`src/rtl/uart_arb_pkg.sv`:
```
// Shared types and constants for the UART transmit arbiter.
package uart_arb_pkg;

    typedef enum logic [1:0] {
        ARB  = 2'd0,
        TAG  = 2'd1,
        XFER = 2'd2
    } arb_state_t;

    localparam logic [7:0] TAG_BASE = 8'hA0;

endpackage

```
`src/rtl/uart_tx_arb_rr_pick.sv`:
```
// Combinational round-robin first-set finder: returns the first set request
// at or above ptr, wrapping modulo N.
module rr_pick #(
    parameter int N    = 4,
    parameter int ID_W = 3
) (
    input  logic [N-1:0]    req,
    input  logic [ID_W-1:0] ptr,
    output logic            found,
    output logic [ID_W-1:0] idx
);

    logic [2*N-1:0] rot;
    int             sum;

    // Rotating a doubled copy puts the candidate at ptr in bit 0.
    always_comb begin
        rot   = {req, req} >> ptr;
        found = 1'b0;
        idx   = '0;
        sum   = 0;
        for (int k = 0; k < N; k++) begin
            if (!found && rot[k]) begin
                found = 1'b1;
                sum   = int'(ptr) + k;
                if (sum >= N) begin
                    sum = sum - N;
                end
                idx = ID_W'(sum);
            end
        end
    end

endmodule

```
`src/rtl/uart_tx_arb.sv`:
```
// Round-robin packet arbiter sharing one uart_tx byte interface between N_REQ
// requesters. Define UART_ARB_TAG_EN to prefix each packet with 8'hA0|grant_id.
module uart_tx_arb #(
    parameter int N_REQ = 4,
    parameter int ID_W  = 3
) (
    input  logic               clk,
    input  logic               rst,
    input  logic [N_REQ*8-1:0] req_data,
    input  logic [N_REQ-1:0]   req_valid,
    input  logic [N_REQ-1:0]   req_last,
    output logic [N_REQ-1:0]   req_ready,
    output logic [7:0]         tx_data,
    output logic               tx_valid,
    input  logic               tx_ready,
    output logic               busy,
    output logic [ID_W-1:0]    grant_id
);

    import uart_arb_pkg::*;

    arb_state_t      state_q, state_d;
    logic [ID_W-1:0] grant_id_q, grant_id_d;
    logic [ID_W-1:0] rr_ptr_q, rr_ptr_d;
    logic [7:0]      tx_data_q, tx_data_d;
    logic            tx_valid_q, tx_valid_d;

    logic            can_load;
    logic            pick_found;
    logic [ID_W-1:0] pick_idx;
    logic            sel_valid, sel_last;
    logic [7:0]      sel_data;
    logic            accept;
    logic [ID_W-1:0] next_ptr;

    rr_pick #(.N(N_REQ), .ID_W(ID_W)) u_pick (
        .req   (req_valid),
        .ptr   (rr_ptr_q),
        .found (pick_found),
        .idx   (pick_idx)
    );

    // The output register may refill in the same cycle its byte leaves.
    assign can_load = !tx_valid_q || tx_ready;

    always_comb begin
        sel_valid = 1'b0;
        sel_last  = 1'b0;
        sel_data  = 8'h00;
        req_ready = '0;
        for (int i = 0; i < N_REQ; i++) begin
            if (grant_id_q == ID_W'(i)) begin
                sel_valid    = req_valid[i];
                sel_last     = req_last[i];
                sel_data     = req_data[8*i +: 8];
                req_ready[i] = (state_q == XFER) && can_load;
            end
        end
    end

    assign accept   = sel_valid && (state_q == XFER) && can_load;
    assign next_ptr = (grant_id_q == ID_W'(N_REQ - 1)) ? '0 : grant_id_q + ID_W'(1);

    always_comb begin
        state_d    = state_q;
        grant_id_d = grant_id_q;
        rr_ptr_d   = rr_ptr_q;
        tx_data_d  = tx_data_q;
        tx_valid_d = tx_valid_q && !tx_ready;
        case (state_q)
            ARB: begin
                if (pick_found) begin
                    grant_id_d = pick_idx;
`ifdef UART_ARB_TAG_EN
                    state_d    = TAG;
`else
                    state_d    = XFER;
`endif
                end
            end
`ifdef UART_ARB_TAG_EN
            TAG: begin
                if (can_load) begin
                    tx_data_d  = TAG_BASE | 8'(grant_id_q);
                    tx_valid_d = 1'b1;
                    state_d    = XFER;
                end
            end
`endif
            XFER: begin
                // A silent granted requester keeps the grant; only its last byte frees it.
                if (accept) begin
                    tx_data_d  = sel_data;
                    tx_valid_d = 1'b1;
                    if (sel_last) begin
                        rr_ptr_d = next_ptr;
                        state_d  = ARB;
                    end
                end
            end
            default: state_d = ARB;
        endcase
    end

    always_ff @(posedge clk or posedge rst) begin
        if (rst) begin
            state_q    <= ARB;
            grant_id_q <= '0;
            rr_ptr_q   <= '0;
            tx_data_q  <= 8'h00;
            tx_valid_q <= 1'b0;
        end else begin
            state_q    <= state_d;
            grant_id_q <= grant_id_d;
            rr_ptr_q   <= rr_ptr_d;
            tx_data_q  <= tx_data_d;
            tx_valid_q <= tx_valid_d;
        end
    end

    assign tx_data  = tx_data_q;
    assign tx_valid = tx_valid_q;
    assign busy     = (state_q != ARB) || tx_valid_q;
    assign grant_id = grant_id_q;

endmodule

```
`config.mk`:
```
export PLATFORM = sky130hd
export DESIGN_NAME = uart_tx_arb
export DESIGN_NICKNAME = d
export VERILOG_FILES = /design/src/rtl/uart_arb_pkg.sv /design/src/rtl/uart_tx_arb_rr_pick.sv /design/src/rtl/uart_tx_arb.sv
export SDC_FILE = /design/constraint.sdc
export NUM_CORES = 1
export LEC_CHECK = 0
export CORE_ASPECT_RATIO = 1.4
export CORE_MARGIN = 2
export CORE_UTILIZATION = 43
export CTS_BUF_LIST = sky130_fd_sc_hd__clkbuf_8
export CTS_CLUSTER_DIAMETER = 80
export DETAILED_ROUTE_END_ITERATION = 16
export PLACE_DENSITY = 0.93
export SETUP_SLACK_MARGIN = 0.05
export SLEW_MARGIN = 25
export SYNTH_ARGS = -nofsm -noshare
export SYNTH_HDL_FRONTEND = slang
export SYNTH_HIERARCHICAL = 1
export SYNTH_SLANG_ARGS = --single-unit
```
`constraint.sdc`:
```
create_clock -name clk -period 2.5 [get_ports clk]
set_input_delay 0.5 -clock clk [delete_from_list [all_inputs] [get_ports clk]]
set_output_delay 0.5 -clock clk [all_outputs]
set_load 0.02 [all_outputs]
```
==> results of run 1 <==
==> cells in the mapped netlist <==
master	number	share of area, %
sky130_fd_sc_hd__buf_4	1	0.57
sky130_fd_sc_hd__nand2b_2	1	0.67
sky130_fd_sc_hd__and2_1	5	2.4
sky130_fd_sc_hd__o21ai_0	6	2.3
sky130_fd_sc_hd__o211ai_1	2	1.1
sky130_fd_sc_hd__mux2_1	8	6.9
sky130_fd_sc_hd__buf_1	1	0.29
sky130_fd_sc_hd__nor3_1	2	0.76
sky130_fd_sc_hd__clkbuf_2	1	0.38
sky130_fd_sc_hd__buf_2	4	1.5
sky130_fd_sc_hd__dfrtp_1	16	31
sky130_fd_sc_hd__a21oi_1	3	1.1
sky130_fd_sc_hd__o2111ai_1	1	0.67
sky130_fd_sc_hd__a211o_1	1	0.67
sky130_fd_sc_hd__nor2b_1	14	6.7
sky130_fd_sc_hd__or4_1	1	0.57
sky130_fd_sc_hd__a211oi_1	1	0.57
sky130_fd_sc_hd__nand3b_1	1	0.57
sky130_fd_sc_hd__o21ai_1	1	0.38
sky130_fd_sc_hd__nand2b_1	2	0.96
sky130_fd_sc_hd__nand3_1	2	0.76
sky130_fd_sc_hd__o311ai_0	1	0.67
sky130_fd_sc_hd__nor2_1	4	1.1
sky130_fd_sc_hd__ha_1	5	4.8
sky130_fd_sc_hd__a41oi_1	1	0.67
sky130_fd_sc_hd__nor4b_4	1	1.8
sky130_fd_sc_hd__inv_1	11	3.2
sky130_fd_sc_hd__mux2_2	1	0.86
sky130_fd_sc_hd__and3b_1	1	0.67
sky130_fd_sc_hd__a31oi_1	3	1.4
sky130_fd_sc_hd__a221oi_1	9	6.0
sky130_fd_sc_hd__mux2i_1	4	3.1
sky130_fd_sc_hd__nor3b_1	1	0.57
sky130_fd_sc_hd__or2_2	1	0.48
sky130_fd_sc_hd__conb_1	1	0.29
sky130_fd_sc_hd__o31ai_1	9	5.2
sky130_fd_sc_hd__o21a_1	1	0.57
sky130_fd_sc_hd__nand3_4	1	1.3
sky130_fd_sc_hd__a32o_1	1	0.76
sky130_fd_sc_hd__clkbuf_1	2	0.57
sky130_fd_sc_hd__nand2_1	19	5.4
==> per-layer routing <==
| metal | part of all wire [%] | vias to the layer above | routed length, um |
|---|---|---|---|
| met5 | 0 | - | 0 |
| met3 | 9.7 | 4 | 349 |
| li1 | - | 671 | - |
| met4 | 0.94 | 0 | 34 |
| met1 | 40 | 635 | 1430 |
| met2 | 50 | 67 | 1800 |
==> state kept, by name (all words and copies together) (netlist names) <==
name / count
tx_data: 8
rr_ptr_q: 3
state_q: 1
tx_valid: 1
grant_id: 3
==> power by group <==
part           switching [mW]  total [mW]  internal (mW)
clock                  0.0857       0.225          0.140
combinational           0.753        1.47          0.718
sequential              0.121       0.496          0.375
==> final timing paths <==
kind | start | to | slack (ns) | depth (start not counted)
hold reg to reg | tx_data[3] | tx_data[3] | 0.49 | 1
min in group asynchronous | rst | tx_data[7] | 0.63 | 2
hold / removal | tx_data[3] | tx_data[3] | 0.49 | 1
max in group asynchronous | rst | tx_data[4] | 1.47 | 2
setup reg to reg | grant_id[0] | rr_ptr_q[2] | 0.39 | 7
setup / recovery | tx_ready | req_ready[2] | 0.19 | 6
==> cell families (layout without fill, tap and decap cells) <==
family          after synthesis  count (layout)
simple gates                 56              56
compound gates               40              40
buf+inv                      20              83
flops                        16              16
mux                          13              13
fa+ha+maj                     5               5
other cells                   1               1
==> worst max-delay path, delay by kind of cell <==
| family | cells | cell delay (ns) |
|---|---|---|
| and+or+nand+nor | 4 | 0.53 |
| buffers and inverters | 2 | 0.77 |
==> what timing repair did <==
action	4_1_cts	5_1_grt
hold endpoints to repair	0	0
endpoints found under the setup margin	4	0
hold buffers	0	0
buffers inserted	0	0
gates resized for setup	4	0
==> through the flow <==
stage          cell area (um^2)  TNS (ns)
2_1_floorplan              1310         0
3_3_place_gp               1970    -0.219
3_5_place_dp               1970    -0.241
4_1_cts                    2020         0
5_1_grt                    2020         0
6_report                   2020         0
==> final cells by class <==
type	instances	area, um^2
sequential	16	400
inverter	11	41.3
tap	37	46.3
fill	239	858
multi-input combinational	115	823
timing repair buffer	68	653
clock buffer	4	55.1
==> out/summary.txt, run 1 <==
===============================================================================
Dpl hpwl                                                                2830 um
Core outline area                                                     2880 um^2
Vias in the first global route                                             1336
Number of nets produced by synthesis                                        199
Clk root buf                                                       sky130_fd_sc_hd__clkbuf_8
Clock sink count                                                             16
Fmax achieved                                                         0.434 GHz
Startpoint Class                                                   primary input
Layout Nets                                                                 263
Synthesized-area fraction occupied by ao, oa, aoi and oai cells           22.2%
Aggregate global-route resource usage                                     21.3%
Final weighted congestion of routability-driven global placement          0.979
Vias per cell                                                              5.49
Row cnt                                                                      23
Final number of max-transition violations                                     0
Setup WS pre-CTS                                                     -0.0811 ns
Pre-Repair DR Iteration Count                                                 4
Cell leakage power                                                     0.881 nW
Mapped Area                                                           1310 um^2
Commonest non-fill, non-tap cell in the layout                     sky130_fd_sc_hd__clkdlybuf4s50_1
Critical-path top delay cell                                       sky130_fd_sc_hd__clkdlybuf4s50_1
Final setup vio count                                                         0
First-pass GRT wire length                                              5940 um
Die Span X                                                              50.6 um
Number of distinct library cells after synthesis                             41
GR Util met2                                                              38.5%
Sequential share of the synthesized area                                  30.6%
Clock tree from TritonCTS                                                  done
Setup ws final                                                         0.194 ns
Worst-Margin Slew                                                      0.618 ns
Number of standard cells after synthesis                                    151
Final core area utilization                                               70.2%
Worst skew pair latency                                                 0.25 ns
Post-synthesis mux area share                                             10.8%
Max IR drop VDD                                                        0.559 mV
Max-capacitance violation count                                               0
Hold slack                                                             0.488 ns
Vertical extent of the die                                              69.3 um
Number of warnings printed during yosys synthesis                             6
Worst Path Max Fanout                                                         3
Unrepaired setup endpoints after global routing                           false
Non-Filler Instances                                                        251
Minimum clock period after layout                                       2.31 ns
Area enclosed by the die boundary                                     3510 um^2
Worst setup path class                                                   in2out
Via count                                                                  1377
Number of buffers created by CTS                                              3
Antenna violations before repair                                              0
CTS clk-pin slew, worst paths                                           0.06 ns
Avg WL per Cell                                                         14.4 um
Total placed cells including tap cells                                      247
Simple-gate portion of the synthesized area                               24.9%
Maximum number of pins on one net before global-route repair                 20
Worst hold path class                                                   reg2reg
Fraction of final layout cells sized beyond drive strength 1              8.41%
Total of flip-flops plus latches after synthesis                             16
Outcome                                                            complete, no violations
Most frequent cells in the layout                                  55 x sky130_fd_sc_hd__clkdlybuf4s50_1, 19 x sky130_fd_sc_hd__nand2_1, 16 x sky130_fd_sc_hd__dfrtp_1, 14 x sky130_fd_sc_hd__nor2b_1, 11 x sky130_fd_sc_hd__inv_1
Number of H-tree levels                                                       1
Antenna Nets Post-Route                                                       0
Layer with the highest usage                                               met2
Remaining global-route overflow                                               0
Layout Skew                                                          0.00237 ns
Arrival time reported for the critical path endpoint                    1.81 ns
Port-buffer cells                                                            59
I/O pin cnt                                                                  60
Synth-to-layout area growth                                               54.3%
Total Power                                                             2.19 mW
Wire length after detailed routing                                      3610 um
Relative slew margins                                                     58.8%
Antenna Cells                                                                 0
Final worst-path cycle share                                              92.2%
Maximum clock insertion buffer count                                          2
Post-Synthesis Mean Instance Area                                     8.67 um^2
CP peak stage delay                                                     0.44 ns
Endpoints failing hold                                                        0
Met1 global-route usage                                                   24.5%
Cell-by-cell listing of the critical path                          clkdlybuf4s50_1 -> nand2b_1 -> nand2_1 -> nor2_1 -> and2_1 -> dlygate4sd2_1
GR met3 Demand/Resource                                                   4.74%
Pwr per Cell Area                                                  1090 nW/um^2
Initial core utilization                                                  45.5%
Total DRC errors in the routed layout                                         0
Kind of end point of the critical path                              output port
Drt first-iter violations                                                    27
Adder-cell share of the synthesized area                                  4.78%
Main combinational cell family by area after synthesis             simple AND/OR/NAND/NOR gates
Required time of the critical path                                      2.00 ns
Xor and xnor fraction of the mapped netlist area                             0%
===============================================================================
Note: power is estimated with default switching activity, not from simulation.
==> inputs of run 2 (changes only) <==
Settings changed: SKIP_CTS_REPAIR_TIMING set to 1.
==> run 2 against run 1 <==
Against the previous run: global-route usage is the same; first-iteration DRC count increased by 7.4%; clock power about the same; sequential share of layout area is 0.15 points lower; critical path depth did not move; non-clock buffer count is the same; die area unchanged; clock skew down 0.00062 ns; critical endpoint is now req_ready[1]; largest cell class unchanged.
==> out/summary.txt, run 2 (synthesis gave the netlist of run 1 again) <==
===============================================================================
Die Span X                                                              50.6 um
Antenna Nets Post-Route                                                       0
Aggregate global-route resource usage                                     21.3%
Via count                                                                  1375
Cell leakage power                                                     0.932 nW
Combinational share of power                                              67.3%
Remaining global-route overflow                                               0
Maximum number of pins on one net before global-route repair                 20
Most frequent cells in the layout                                  55 x sky130_fd_sc_hd__clkdlybuf4s50_1, 19 x sky130_fd_sc_hd__nand2_1, 16 x sky130_fd_sc_hd__dfrtp_1, 14 x sky130_fd_sc_hd__nor2b_1, 11 x sky130_fd_sc_hd__inv_1
Met1 global-route usage                                                   24.5%
Vertical extent of the die                                              69.3 um
Core outline area                                                     2880 um^2
Commonest non-fill, non-tap cell in the layout                     sky130_fd_sc_hd__clkdlybuf4s50_1
Total Power                                                             2.21 mW
Avg WL per Cell                                                         14.6 um
Critical-path top delay cell                                       sky130_fd_sc_hd__clkdlybuf4s50_1
GR Util met2                                                              38.5%
Total DRC errors in the routed layout                                         0
Required time of the critical path                                      2.00 ns
Synth-to-layout area growth                                               55.4%
Arrival time reported for the critical path endpoint                    1.70 ns
Startpoint Class                                                   primary input
Max IR drop VDD                                                        0.580 mV
Part of the total power dissipated in sequential elements                 22.5%
Number of flip-flops under the largest register name                          8
Fmax achieved                                                         0.455 GHz
Port-buffer cells                                                            59
Final number of max-transition violations                                     0
Area enclosed by the die boundary                                     3510 um^2
Antenna Cells                                                                 0
Non-Filler Instances                                                        251
First-pass GRT wire length                                              5940 um
Sum of buffers and inverters on the critical path                             2
CP peak stage delay                                                     0.44 ns
Family with the most delay on the worst path                       buffers and inverters
Design internal power                                                   1.24 mW
Number of cells traversed by the worst register-to-register path              7
Drt first-iter violations                                                    29
Kind of end point of the critical path                              output port
Final worst-path cycle share                                              87.9%
Number of buffers created by CTS                                              3
Worst Path Max Fanout                                                         3
Worst skew pair latency                                                 0.25 ns
Unrepaired setup endpoints after global routing                           false
Cell depth of the worst min-delay path                                        1
Vias in the first global route                                             1336
Outcome                                                            complete, no violations
Layout Nets                                                                 263
Hold slack                                                             0.488 ns
Worst hold path class                                                   reg2reg
Layout Skew                                                          0.00176 ns
Clk root buf                                                       sky130_fd_sc_hd__clkbuf_8
Total placed cells including tap cells                                      247
CTS clk-pin slew, worst paths                                           0.06 ns
Cell-by-cell listing of the critical path                          clkdlybuf4s50_1 -> nand2b_1 -> nand2_1 -> nor2_1 -> and2_1 -> dlymetal6s2s_1
Clock sink count                                                             16
Critical Path Stages                                                          6
Worst-Margin Slew                                                      0.621 ns
Max-capacitance violation count                                               0
# fillers                                                                   235
Final weighted congestion of routability-driven global placement          0.979
Net Switching                                                          0.965 mW
Relative slew margins                                                     58.6%
Final setup vio count                                                         0
Dpl hpwl                                                                2830 um
Layer with the highest usage                                               met2
Worst setup path class                                                   in2out
Maximum clock insertion buffer count                                          2
Antenna violations before repair                                              0
Clock group share of total power                                          10.2%
Row cnt                                                                      23
Vias per cell                                                              5.48
I/O pin cnt                                                                  60
Final core area utilization                                               70.7%
Initial core utilization                                                  45.5%
Switch share                                                              43.7%
Minimum clock period after layout                                       2.20 ns
Clock tree from TritonCTS                                                  done
Endpoints failing hold                                                        0
Pwr per Cell Area                                                  1090 nW/um^2
Wire length after detailed routing                                      3670 um
GR met3 Demand/Resource                                                   4.74%
Pre-Repair DR Iteration Count                                                 4
Number of H-tree levels                                                       1
Fraction of final layout cells sized beyond drive strength 1              8.41%
===============================================================================
[run 2: cell types whose count changed in the layout (fill, tap and decap cells not counted), sizes merged]
cell,before,now
dlygate4sd2,4,0
dlymetal6s2s,0,4
[run 2: power by group through the flow]
stage / logic, mW / clock network [mW] / registers [mW]
6_report: 1.49 / 0.225 / 0.497
5_1_grt: 1.62 / 0.244 / 0.517
4_1_cts: 1.49 / 0.234 / 0.497
3_5_place_dp: 1.49 / 0 / 0.500
3_3_place_gp: 1.47 / 0 / 0.495
2_1_floorplan: 0.872 / 0 / 0.575
[run 2: final cells by class]
type                            count  area [um^2]  area share [%]
Tap cell                           37         46.3            2.28
Multi-Input combinational cell    115          823            40.5
Timing Repair Buffer               68          668            32.8
Sequential cell                    16          400            19.7
Clock buffer                        4         55.1            2.71
Inverter                           11         41.3            2.03
[run 2: final timing paths]
kind                        startpoint           end  slack [ns]
max in group asynchronous          rst    tx_data[4]        1.47
max                           tx_ready  req_ready[1]        0.30
max reg2reg                grant_id[0]   rr_ptr_q[2]        0.38
min reg2reg                 tx_data[3]    tx_data[3]        0.49
min in group asynchronous          rst    tx_data[6]        0.63
min                         tx_data[3]    tx_data[3]        0.49
[run 2: routing by layer]
layer | routed length (um) | vias up | part of all wire, %
met5 | 0 | - | 0
met4 | 57 | 0 | 1.6
met3 | 339 | 8 | 9.2
met2 | 1820 | 67 | 50
met1 | 1450 | 628 | 39
li1 | - | 672 | -
[run 2: through the flow]
step	TNS, ns	area [um^2]	setup slack, ns
floorplan	0	1310	0.548
global placement	-0.219	1970	-0.0805
detailed placement	-0.241	1970	-0.0811
CTS	-0.265	2020	-0.0861
global route	0	2030	0.228
finish	0	2030	0.302
==> patch 1 (config.mk and constraints of run 1) <==
`ID_W` is set to 3 in 2 places; all go to 6.
--- a/src/rtl/uart_tx_arb_rr_pick.sv
+++ b/src/rtl/uart_tx_arb_rr_pick.sv
@@ -4,3 +4,3 @@
     parameter int N    = 4,
-    parameter int ID_W = 3
+    parameter int ID_W = 6
 ) (
--- a/src/rtl/uart_tx_arb.sv
+++ b/src/rtl/uart_tx_arb.sv
@@ -4,3 +4,3 @@
     parameter int N_REQ = 4,
-    parameter int ID_W  = 3
+    parameter int ID_W  = 6
 ) (
Ports: changed (resized grant_id); port bits go from 60 to 63. The function was not compared with the original's and may differ.
==> patch 1 against run 1 <==
  * The flow now finishes with violations (negative setup slack)
  * Power increased by 84%
  * Area after synthesis increased by 86%
  * Hold slack improved by 0.049 ns
  * Final area increased by 81%
  * Sequential cell count increased by 6
  * Wire length increased by 110%
  * Worst setup slack got worse by 0.22 ns
  * Critical path depth increased by 4
  * Critical path type is now reg -> reg
  * Largest power group unchanged
==> patch 1: results <==
placed_design:
  hpwl_um: 5840
  dp.cells: 430
  gp_congestion: 0.989
  port_buffers: 62
  place_area_um2: 3460
  dp_worst_setup_slack_ns: -0.242
global_route:
  grt_pass1_vias: 2814
  track_usage_pct: 25.9
  grt_max_degree: 23
  antenna_found_initial: 0
  grt_pass1_wl_um: 12700
power_and_ir_drop:
  p_leak_nw: 1.59
timing:
  fin_ws_ns: -0.0265
  setup_viol: 1
  tns_ns: -0.0265
  finClkSkew_ns: 0.00743
  slew_headroom_pct: 64.3
  worst_hold_slack_ns: 0.538
setup_path:
  worst_path_largest_cell_delay_ns: 0.48
  cp_max_fo: 5
  r2r-start: "rr_ptr_q[1]$_DFFE_PP0P_"
  slowest_stage: "dfrtp_2"
  rr_endpoint: "grant_id[4]$_DFFE_PP0P_"
  worstSetupPathType: "reg -> reg"
  r2r_cells: 10
  arrival_ns: 2.68
routing:
  viasPerCell: 5.94
  drtIter0Drc: 202
clock_tree:
  cts.clk_slew.worst_paths_ns: 0.08
  clkLatencyLatePin_ns: 0.27
run_status:
  violations: "negative setup slack"
  status: "finished with violations"
final_layout:
  fin_cells: 440
  final_layout_size_suffix_gt1_share_pct: 30.6
logic_synthesis:
  synth.area.top_cells: "dfrtp_1 (23%), ha_1 (9.8%), mux2_4 (6.8%)"
  syn-num-nets: 333
  ys_seq_area_share_pct: 22.6
  synth_common_cells: "nand2_1 (26), dfrtp_1 (22), ha_1 (19)"
  synth_cells: 271
  ys_async_sr_fraction_pct: 100
patch 1: cell count changes after synthesis, sizes merged, moves of 6 or more:
cell   delta
xnor2     +6
ha       +14
a21oi     +8
nor2      +8
and2      +8
nand2     +7
mux2      +6
dfrtp     +6
patch 1: cell type report:
cell class | instances | area, um^2
clock buffers | 3 | 41.3
multi-input cells | 221 | 1880
inverters | 14 | 55.1
fillers | 376 | 1830
well taps | 68 | 85.1
repair buffers | 111 | 1010
flip-flops and latches | 22 | 556
clock inverters | 1 | 30.0
patch 1: worst min path at each step:
stage / startpoint / to / depth (start not counted)
after global routing: tx_data[7]$_DFFE_PP0P_ / tx_data[7]$_DFFE_PP0P_ / 1
final: tx_data[7]$_DFFE_PP0P_ / tx_data[7]$_DFFE_PP0P_ / 1
after floorplan: rr_ptr_q[5]$_DFFE_PP0P_ / rr_ptr_q[5]$_DFFE_PP0P_ / 1
after detailed placement: tx_data[7]$_DFFE_PP0P_ / tx_data[7]$_DFFE_PP0P_ / 1
after CTS: tx_data[7]$_DFFE_PP0P_ / tx_data[7]$_DFFE_PP0P_ / 1
after global placement: tx_data[6]$_DFFE_PP0P_ / tx_data[6]$_DFFE_PP0P_ / 1
patch 1: critical path, delay by kind of cell (launching register included):
family | cells | cell delay (ns)
AO/OA/AOI/OAI | 5 | 0.90
flip-flops | 1 | 0.48
adder cells (fa/ha/maj) | 2 | 0.41
multiplexers | 1 | 0.26
buffers and inverters | 1 | 0.18
XOR/XNOR | 1 | 0.17
patch 1: layer usage:
metal	global-route usage, %	up-vias	part of all wire [%]
li1	-	1203	-
met1	26.8	1252	35
met2	48.1	125	55
met3	5.17	33	5.6
met4	11.9	0	4.0
met5	0	-	0
patch 1: kinds of logic after synthesis:
group / after synthesis / synth area share, %
adder cells (fa/ha/maj): 19 / 9.75
buffers and inverters: 28 / 5.65
AO/OA/AOI/OAI: 70 / 22.8
AND/OR/NAND/NOR: 104 / 25.3
XOR/XNOR: 11 / 3.95
multiplexers: 17 / 9.96
flip-flops: 22 / 22.6
patch 1: repair_timing:
action / 4_1_cts / 5_1_grt
setup buffers: 3 / 3
setup endpoints to repair: 8 / 4
gates resized for setup: 16 / 5
pin swaps: 6 / 6
hold buffers: 0 / 0
cloned: 0 / 0
patch 1: power breakdown:
group          total (mW)  switching, mW  internal (mW)
clock               0.333          0.119          0.214
sequential          0.642          0.146          0.496
combinational        3.06           1.49           1.57
total                4.04           1.76           2.28
==> patch 2 (settings of run 1) <==
Made on the original files. Make the reset (`rst`) synchronous in one clocked block.
--- a/src/rtl/uart_tx_arb.sv
+++ b/src/rtl/uart_tx_arb.sv
@@ -104,3 +104,3 @@
 
-    always_ff @(posedge clk or posedge rst) begin
+    always_ff @(posedge clk) begin
         if (rst) begin
Behaviour: differs if rst is asserted again (counterexample within 4 cycles, from zero or initial values and one cycle with rst high); with rst held inactive, the same outputs for 10 cycles.
==> patch 2 against run 1 <==
  * Synthesized cell count rose by 5.3%
  * Wire length rose by 15%
  * Area after synthesis rose by 0.76%
  * Sequential share of layout area fell by 4.0 points
  * Worst setup slack improved by 0.045 ns
  * Sequential cell count did not move
  * Final area rose by 0.43%
  * Critical path type unchanged
Power is not compared: it rests on default switching activity, and its combinational part moved more than twofold at a synthesized area within 25%.
==> patch 2: results <==
run_status:
  status: "complete, no violations"
final_layout:
  buffer_area_share_pct: 33.5
  clkCellAreaFrac_pct: 2.71
  multiInputGateArea_um2: 901
  nonClockBufferCount: 71
  comb.multi_input.count: 122
  seq_share_pct: 15.8
  fillers: 230
  n_all_inverters: 7
  nNetsFinal: 269
global_route:
  grt_pass1_wl_um: 6550
  grt_max_degree: 17
  grt_util_met2_pct: 43.4
  use_met1_pct: 23.8
  use_met3_pct: 4.53
  track_usage_pct: 23.8
setup_path:
  r2r-start: "grant_id[0]$_SDFFE_PP0P_"
  arrival_ns: 1.76
  cp-endpoint: "req_ready[0]"
  ff2ff_setup_slack_ns: 0.27
  r2r_cells: 5
routing:
  wl_met2_um: 2180
  routedWlPerCell_um: 16.1
  vias: 1510
  dr_wl_met3_um: 269
logic_synthesis:
  ys_async_sr_fraction_pct: 0
  synth_common_cells: "dfxtp_1 (16), a31oi_1 (11), nor2_1 (10)"
  synth.area.top_cells: "dfxtp_1 (24%), a221o_1 (6.1%), a32oi_1 (5.3%)"
  synthDistinctLibCells: 45
placed_design:
  hpwl_um: 3210
  place_area_um2: 1970
  gp_congestion: 0.918
timing:
  fmax_mhz: 442
  tightestPinTransition_ns: 0.519
hold_path:
  min_to: "rr_ptr_q[2]$_SDFFE_PP0P_"
-- patch 2: cell types whose count changed after synthesis, moves of 9 or more --
cell,run 1,this run
a221oi_1,9,0
dfrtp_1,16,0
dfxtp_1,0,16
nand2_1,19,6
-- patch 2: metrics by stage --
stage               hold WS, ns  power [mW]  setup TNS, ns  cells
floorplan                 0.491       0.544              0    159
global placement          0.532       0.717        -0.0948    253
detailed placement        0.536       0.725         -0.128    253
CTS                       0.544       0.952              0    257
global route              0.578       0.994              0    257
finish                    0.544       0.950              0    257
-- patch 2: timing repair --
action,4_1_cts,5_1_grt
hold buffers,0,0
hold endpoints to repair,0,0
gates resized for setup,3,2
setup endpoints to repair,3,1
cloned,0,0
-- patch 2: cell families (layout without fill, tap and decap cells) --
group           count (synthesis)  after routing  synth area share (%)
compound gates                 56             56                  33.0
fa+ha+maj                       5              5                  4.74
buf+inv                        21             82                  7.59
flops                          16             16                  24.3
mux                             5              5                  4.17
other cells                     1              1                 0.284
simple gates                   55             55                  25.9
